<file path="src/rtl/sr_drive_ctrl.sv">
// Pulse driver for an external SR latch: timed S/R pulse, dead time, feedback check.
// Optional macro SR_SKIP_REDUNDANT_EN skips the pulse when the latch already holds the requested value.
module sr_drive_ctrl #(
   parameter int unsigned PULSE_W = 4,
   parameter int unsigned GAP_W   = 2
) (
   input  logic clk,
   input  logic reset,
   input  logic cmd_valid,
   input  logic cmd_op,
   output logic cmd_ready,
   output logic S,
   output logic R,
   input  logic q_fb,
   input  logic qbar_fb,
   output logic shadow_q,
   output logic busy,
   output logic err,
   input  logic err_clr
);

   typedef enum logic [1:0] {IDLE, DRIVE, GAP, CHECK} state_t;

   localparam logic [7:0] PULSE_LD = 8'(PULSE_W - 1);
   localparam logic [7:0] GAP_LD   = 8'(GAP_W - 1);

   state_t     state, state_nxt;
   logic [7:0] cnt, cnt_nxt;
   logic       op, op_nxt;
   logic       s_nxt, r_nxt, shadow_nxt, err_nxt;
   logic       skip;

`ifdef SR_SKIP_REDUNDANT_EN
   assign skip = (cmd_op == shadow_q) && !err;
`else
   assign skip = 1'b0;
`endif

   assign cmd_ready = (state == IDLE);
   assign busy      = (state != IDLE);

   always_ff @(posedge clk) begin
      if (reset) begin
         state    <= IDLE;
         cnt      <= 8'd0;
         op       <= 1'b0;
         S        <= 1'b0;
         R        <= 1'b0;
         shadow_q <= 1'b0;
         err      <= 1'b0;
      end else begin
         state    <= state_nxt;
         cnt      <= cnt_nxt;
         op       <= op_nxt;
         S        <= s_nxt;
         R        <= r_nxt;
         shadow_q <= shadow_nxt;
         err      <= err_nxt;
      end
   end

   // S/R are derived from a single op bit, so they can never both be high.
   always_comb begin
      state_nxt  = state;
      cnt_nxt    = cnt;
      op_nxt     = op;
      s_nxt      = 1'b0;
      r_nxt      = 1'b0;
      shadow_nxt = shadow_q;
      err_nxt    = err_clr ? 1'b0 : err;
      case (state)
         IDLE: begin
            if (cmd_valid) begin
               op_nxt = cmd_op;
               if (skip) begin
                  state_nxt = CHECK;
                  cnt_nxt   = 8'd0;
               end else begin
                  state_nxt = DRIVE;
                  cnt_nxt   = PULSE_LD;
                  s_nxt     = cmd_op;
                  r_nxt     = !cmd_op;
               end
            end
         end
         DRIVE: begin
            if (cnt == 8'd0) begin
               state_nxt = GAP;
               cnt_nxt   = GAP_LD;
            end else begin
               cnt_nxt = cnt - 8'd1;
               s_nxt   = op;
               r_nxt   = !op;
            end
         end
         GAP: begin
            if (cnt == 8'd0) state_nxt = CHECK;
            else             cnt_nxt   = cnt - 8'd1;
         end
         CHECK: begin
            shadow_nxt = op;
            // Detection overrides a simultaneous clear.
            if ((q_fb != op) || (q_fb == qbar_fb)) err_nxt = 1'b1;
            state_nxt = IDLE;
         end
         default: state_nxt = IDLE;
      endcase
   end

endmodule
</file>
<file path="config.mk">
export PLATFORM = sky130hd
export DESIGN_NAME = sr_drive_ctrl
export DESIGN_NICKNAME = d
export VERILOG_FILES = /design/src/rtl/sr_drive_ctrl.sv
export SDC_FILE = /design/constraint.sdc
export NUM_CORES = 1
export LEC_CHECK = 0
export ABC_AREA = 1
export CORE_AREA = 2 2 57 59
export DETAILED_ROUTE_END_ITERATION = 10
export DIE_AREA = 0 0 59 61
export GPL_TIMING_DRIVEN = 1
export RECOVER_POWER = 100
export SYNTH_ARGS = -nofsm -noshare
export SYNTH_HDL_FRONTEND = slang
export SYNTH_SLANG_ARGS = --single-unit
</file>
<file path="constraint.sdc">
create_clock -name clk -period 1.66 [get_ports clk]
set_input_delay 0.498 -clock clk [delete_from_list [all_inputs] [get_ports clk]]
set_output_delay 0.498 -clock clk [all_outputs]
set_load 0.005 [all_outputs]
</file>
# Yosys cells after proc, flatten, opt, wreduce, memory -nomap -nowiden
# Index checks and enable logic that the tools add are counted.
totals:
  in_bits: 7
  word_cells: 44
  output_inout_bits: 6
  ff_bits: 15
op_classes:
  n_mux: 17
  n_reduce_logical: 10
  n_addsub: 1
  eq_ne: 9
op_table:
  columns: ["operator", "n"]
  rows:
  - ["$mux W8", 3]
  - ["$pmux W8 S3", 1]
  - ["$logic_not A8 Y1", 1]
  - ["$ne A2 B2 Y1 const B", 4]
  - ["$pmux W2 S4", 1]
  - ["$sub A8 B1 Y8 const B", 1]
  - ["$mux W1", 7]
  - ["$mux W2", 3]
  - ["$reduce_and A3 Y1", 2]
  - ["$eq A2 B2 Y1 const B", 2]
  - ["$pmux W1 S2", 2]
  - ["$reduce_bool A3 Y1", 1]
  - ["$eq A2 B1 Y1 const B", 1]
  - ["$logic_not A1 Y1", 2]
  - ["$logic_not A2 Y1", 1]
  - ["$reduce_and A2 Y1", 1]
  - ["$reduce_bool A2 Y1", 1]
  - ["$eq A1 B1 Y1", 1]
  - ["$logic_or A1 B1 Y1", 1]
  - ["$ne A1 B1 Y1", 1]

# Logic depth before layout (Yosys ltp)
logic_depth:
  depth_word: 4
  mapped_depth: 10

# Worst setup path before layout
# No wires, ideal clock.
synth_timing:
  path_type: "reg2reg"
  from: "register state[0]"
  to: "register cnt[6]"
  stages_incl_launch_ff: 10
  period_less_slack_ps: 1420
  t_arrival_ps: 1350
  path_slack_ps: 240
  required_time_ps: 1590
  path_cell_list: "dfxtp_1 > inv_1 > ha_1 > nand2_1 > nand2_1 > inv_2 > nand2_1 > nor3_2 > nand2_1 > a21oi_1"
synth_via:
  elab_chain_len: 3
  elab_cells_between_ends: 8
  classes_between: "4 x eq/ne; 1 x mux; 3 x reduce/logical"
synth_rtl:
  columns: ["element", "line_no", "text"]
  rows:
  - ["start: declaration", "27", "state_t state, state_nxt;"]
  - ["start signal: assignment", "52", "state <= state_nxt;"]
  - ["$logic_not A2 Y1 *", null, null]
  - ["net cmd_ready", "11", "output logic cmd_ready,"]
  - ["$ne A2 B2 Y1 (no line) or $reduce_bool A3 Y1 (tied branches)", null, null]
  - ["$reduce_and A3 Y1 (no line)", null, null]
  - ["end signal: assignment", "53", "cnt <= cnt_nxt;"]
  - ["end: declaration", "28", "logic [7:0] cnt, cnt_nxt;"]
# Mark *: on every way through the listed nets, which the timed path passes. The rest lies on a longest branch.
# A chain may end at the register's enable or synchronous reset.

# Worst setup path in the final report
layout_timing:
  from: "register R"
  to: "output port R"
layout_lines:
  columns: ["element", "line_no", "text"]
  rows:
  - ["start: declaration", "13", "output logic R,"]
  - ["start signal: assignment", "56", "R <= r_nxt;"]
# No word-level cell between the ends.

==> load_flow_metrics.sql <==
INSERT INTO impl_metrics (metric_group, metric, value, unit) VALUES
('status', 'run_status', 'finished clean', ''),
('clock_tree', 'cts.sinks', '15', ''),
('worst_setup_path', 'crit_chain', 'clkdlybuf4s50_1', ''),
('floorplan', 'die_area', '3600', 'um2'),
('route', 'post_drt_via_cell_ratio', '4.52', ''),
('final_layout', 'final_util', '41.9', '%'),
('route', 'drt-initial-drc-count', '28', ''),
('clock_tree', 'cts_made_buffers', '3', ''),
('power', 'power_density', '1910', 'nW/um2'),
('sta', 'timing_worst_slew_pin_value', '0.334', 'ns'),
('clock_tree', 'cts_hold_repair.buffers', '0', ''),
('clock_tree', 'cts_tree', 'yes', ''),
('sta', 'finalCritPeriodShare', '97.0', '%'),
('worst_setup_path', 'timing.setup.critical_path_class', 'reg2out', ''),
('power', 'switching_share', '47.1', '%'),
('synth', 'synth_compound_area_share', '11.1', '%'),
('worst_setup_path', 'worst_ep_arrival_time', '1.11', 'ns'),
('hold_path', 'timing.hold.worst.class', 'reg2reg', ''),
('sta', 'period_minus_slack', '1.61', 'ns'),
('sta', 'setup_tns', '0', 'ns'),
('global_route', 'grt_overflow', '0', ''),
('synth', 'synth-xor-area-share', '1.89', '%'),
('final_layout', 'mostFrequentLayoutCell', 'nand2_1', ''),
('power', 'largest_vdd_supply_drop', '0.874', 'mV'),
('route', 'total_routed_length', '2.06', 'mm'),
('synth', 'synth_seq_cells', '15', ''),
('sta', 'report.final.hold_viol_count', '0', ''),
('sta', 'slew_viol_final', '0', ''),
('synth', 'synth_cell_type_count', '25', ''),
('clock_tree', 'clk_root_buffer_cell', 'clkbuf_4', ''),
('clock_tree', 'worstSkewPairLatency', '0.30', 'ns'),
('synth', 'synth_fp_nets', '147', ''),
('job', 'maxCapViolCount', '0', ''),
('floorplan', 'ioPinCount', '13', ''),
('worst_setup_path', 'path_buf_inv', '1', ''),
('route', 'dr_total_vias', '877', ''),
('synth', 'syn-instance-count', '133', ''),
('synth', 'synth-seq-area-share', '32.4', '%'),
('power', 'cellLeakagePower', '0.588', 'nW'),
('route', 'wl_per_cell', '10.6', 'um'),
('synth', 'synth.avg_cell_area', '6.96', 'um2'),
('power', 'clockPowerShare', '9.3', '%'),
('final_layout', 'layout.cells.most_common_list', 'nand2_1 (32), inv_1 (17), nor2_1 (15)', ''),
('sta', 'report.final.setup_viol', '0', ''),
('global_route', 'grt_max_degree', '10', ''),
('clock_tree', 'worst_setup_hold_path_clk_slew', '0.09', 'ns'),
('final_layout', 'final_antenna_diode_count', '0', ''),
('placed_design', 'place_congestion', '0.772', ''),
('global_route', 'via_count_of_the_first_global_routing_pass', '887', ''),
('clock_tree', 'clock_tree.htree_level_count', '1', ''),
('global_route', 'grt_first_pass_wirelength', '3.62', 'mm'),
('synth', 'synth_top_family_by_area', 'simple AND/OR/NAND/NOR gates', ''),
('worst_setup_path', 'crit_path_end_kind', 'output pin', ''),
('worst_setup_path', 'required', '1.16', 'ns'),
('sta', 'rsz0062_at_grt', 'false', ''),
('floorplan', 'rows', '20', ''),
('power', 'report.power.total', '2.36', 'mW'),
('floorplan', 'die_height', '61', 'um'),
('final_layout', 'syn_to_final_growth', '33.5', '%'),
('final_layout', 'nNetsFinal', '176', ''),
('route', 'drt_pass1_iterations', '4', ''),
('power', 'power.internal', '1.25', 'mW'),
('route', 'detail_route.drc_violations', '0', ''),
('placed_design', 'detailed_place_hpwl', '1.61', 'mm'),
('global_route', 'antenna_violations_before_repair', '0', ''),
('worst_setup_path', 'worst_path_largest_cell_delay', '0.49', 'ns'),
('worst_setup_path', 'critical_path_peak_fanout', '1', ''),
('worst_setup_path', 'slowest_stage', 'clkdlybuf4s50_1', ''),
('global_route', 'track_usage', '13.2', '%'),
('synth', 'synthAdderAreaFrac', '9.46', '%'),
('power', 'power.switching', '1.11', 'mW');
[logic make-up (layout without fill, tap and decap cells)]
family,Yosys count,count (layout)
AND/OR/NAND/NOR,70,70
buffers and inverters,21,49
AO/OA/AOI/OAI,18,18
flip-flops,15,15
adder cells (fa/ha/maj),7,7
XOR/XNOR,2,2
[registers in the layout (all words and copies together), names as in the netlist]
register and count:
S 1, R 1, state 2, shadow_q 1, op 1, cnt 8, err 1
[area by class of cell]
type                       instances  area [um2]
inverter                          21        81.3
tap                               33        41.3
sequential                        15         303
timing repair buffer              24         208
fill                             313        1720
clock inverter                     1        5.00
multi-input combinational         97         576
clock buffer                       3        22.5
[synthesized netlist by cell type (all sizes together)]
cell type  instances  share of area [%]
a211oi             1               0.81
a21oi              7                3.8
dfxtp             15                 32
ha                 7                9.5
inv               21                8.8
nand2             39                 19
nand3              7                3.8
nand4              2                1.4
nor2              20                 10
nor3               1                1.1
o21a               1               0.81
o21ai              7                4.2
o22ai              1               0.68
o31ai              1               0.81
or2                1               0.68
xnor2              1               0.95
xor2               1               0.95
[per-stage QoR]
stage	hold WS (ns)	cells	instance area, um2
after floorplan	0.462	133	926
after global placement	0.478	188	1160
after detailed placement	0.480	188	1160
after CTS	0.496	193	1200
after global routing	0.522	194	1240
final	0.497	194	1240
[final timing paths]
| path | slack, ns | depth (start not counted) | startpoint | to |
|---|---|---|---|---|
| worst min register to register | 0.50 | 2 | cnt[4] | cnt[4] |
| worst min-delay path | 0.50 | 2 | cnt[4] | cnt[4] |
| worst max register to register | 0.13 | 13 | state[0] | cnt[3] |
| worst max-delay path | 0.05 | 1 | R | R |
[layer usage]
| layer | vias to the layer above | part of all wire, % | global-route usage [%] |
|---|---|---|---|
| li1 | 471 | - | - |
| met3 | 3 | 4.2 | 2.13 |
| met2 | 14 | 48 | 23.5 |
| met4 | 0 | 1.7 | 4.87 |
| met5 | - | 0 | 0 |
| met1 | 389 | 46 | 16.1 |
[power groups by stage]
| stage | clock (mW) | combinational (mW) | sequential [mW] |
|---|---|---|---|
| after floorplan | 0 | 1.00 | 0.544 |
| after global placement | 0 | 1.45 | 0.545 |
| after detailed placement | 0 | 1.47 | 0.548 |
| after CTS | 0.228 | 1.49 | 0.548 |
| after global routing | 0.234 | 1.81 | 0.559 |
| final | 0.221 | 1.60 | 0.548 |
[timing repair]
action                     4_1_cts  5_1_grt
pin swaps                        1        7
resized for setup               10       18
cloned                           0        0
setup endpoints to repair        2        9
setup buffers                    1        1
Note: power is estimated with default switching activity, not from simulation.
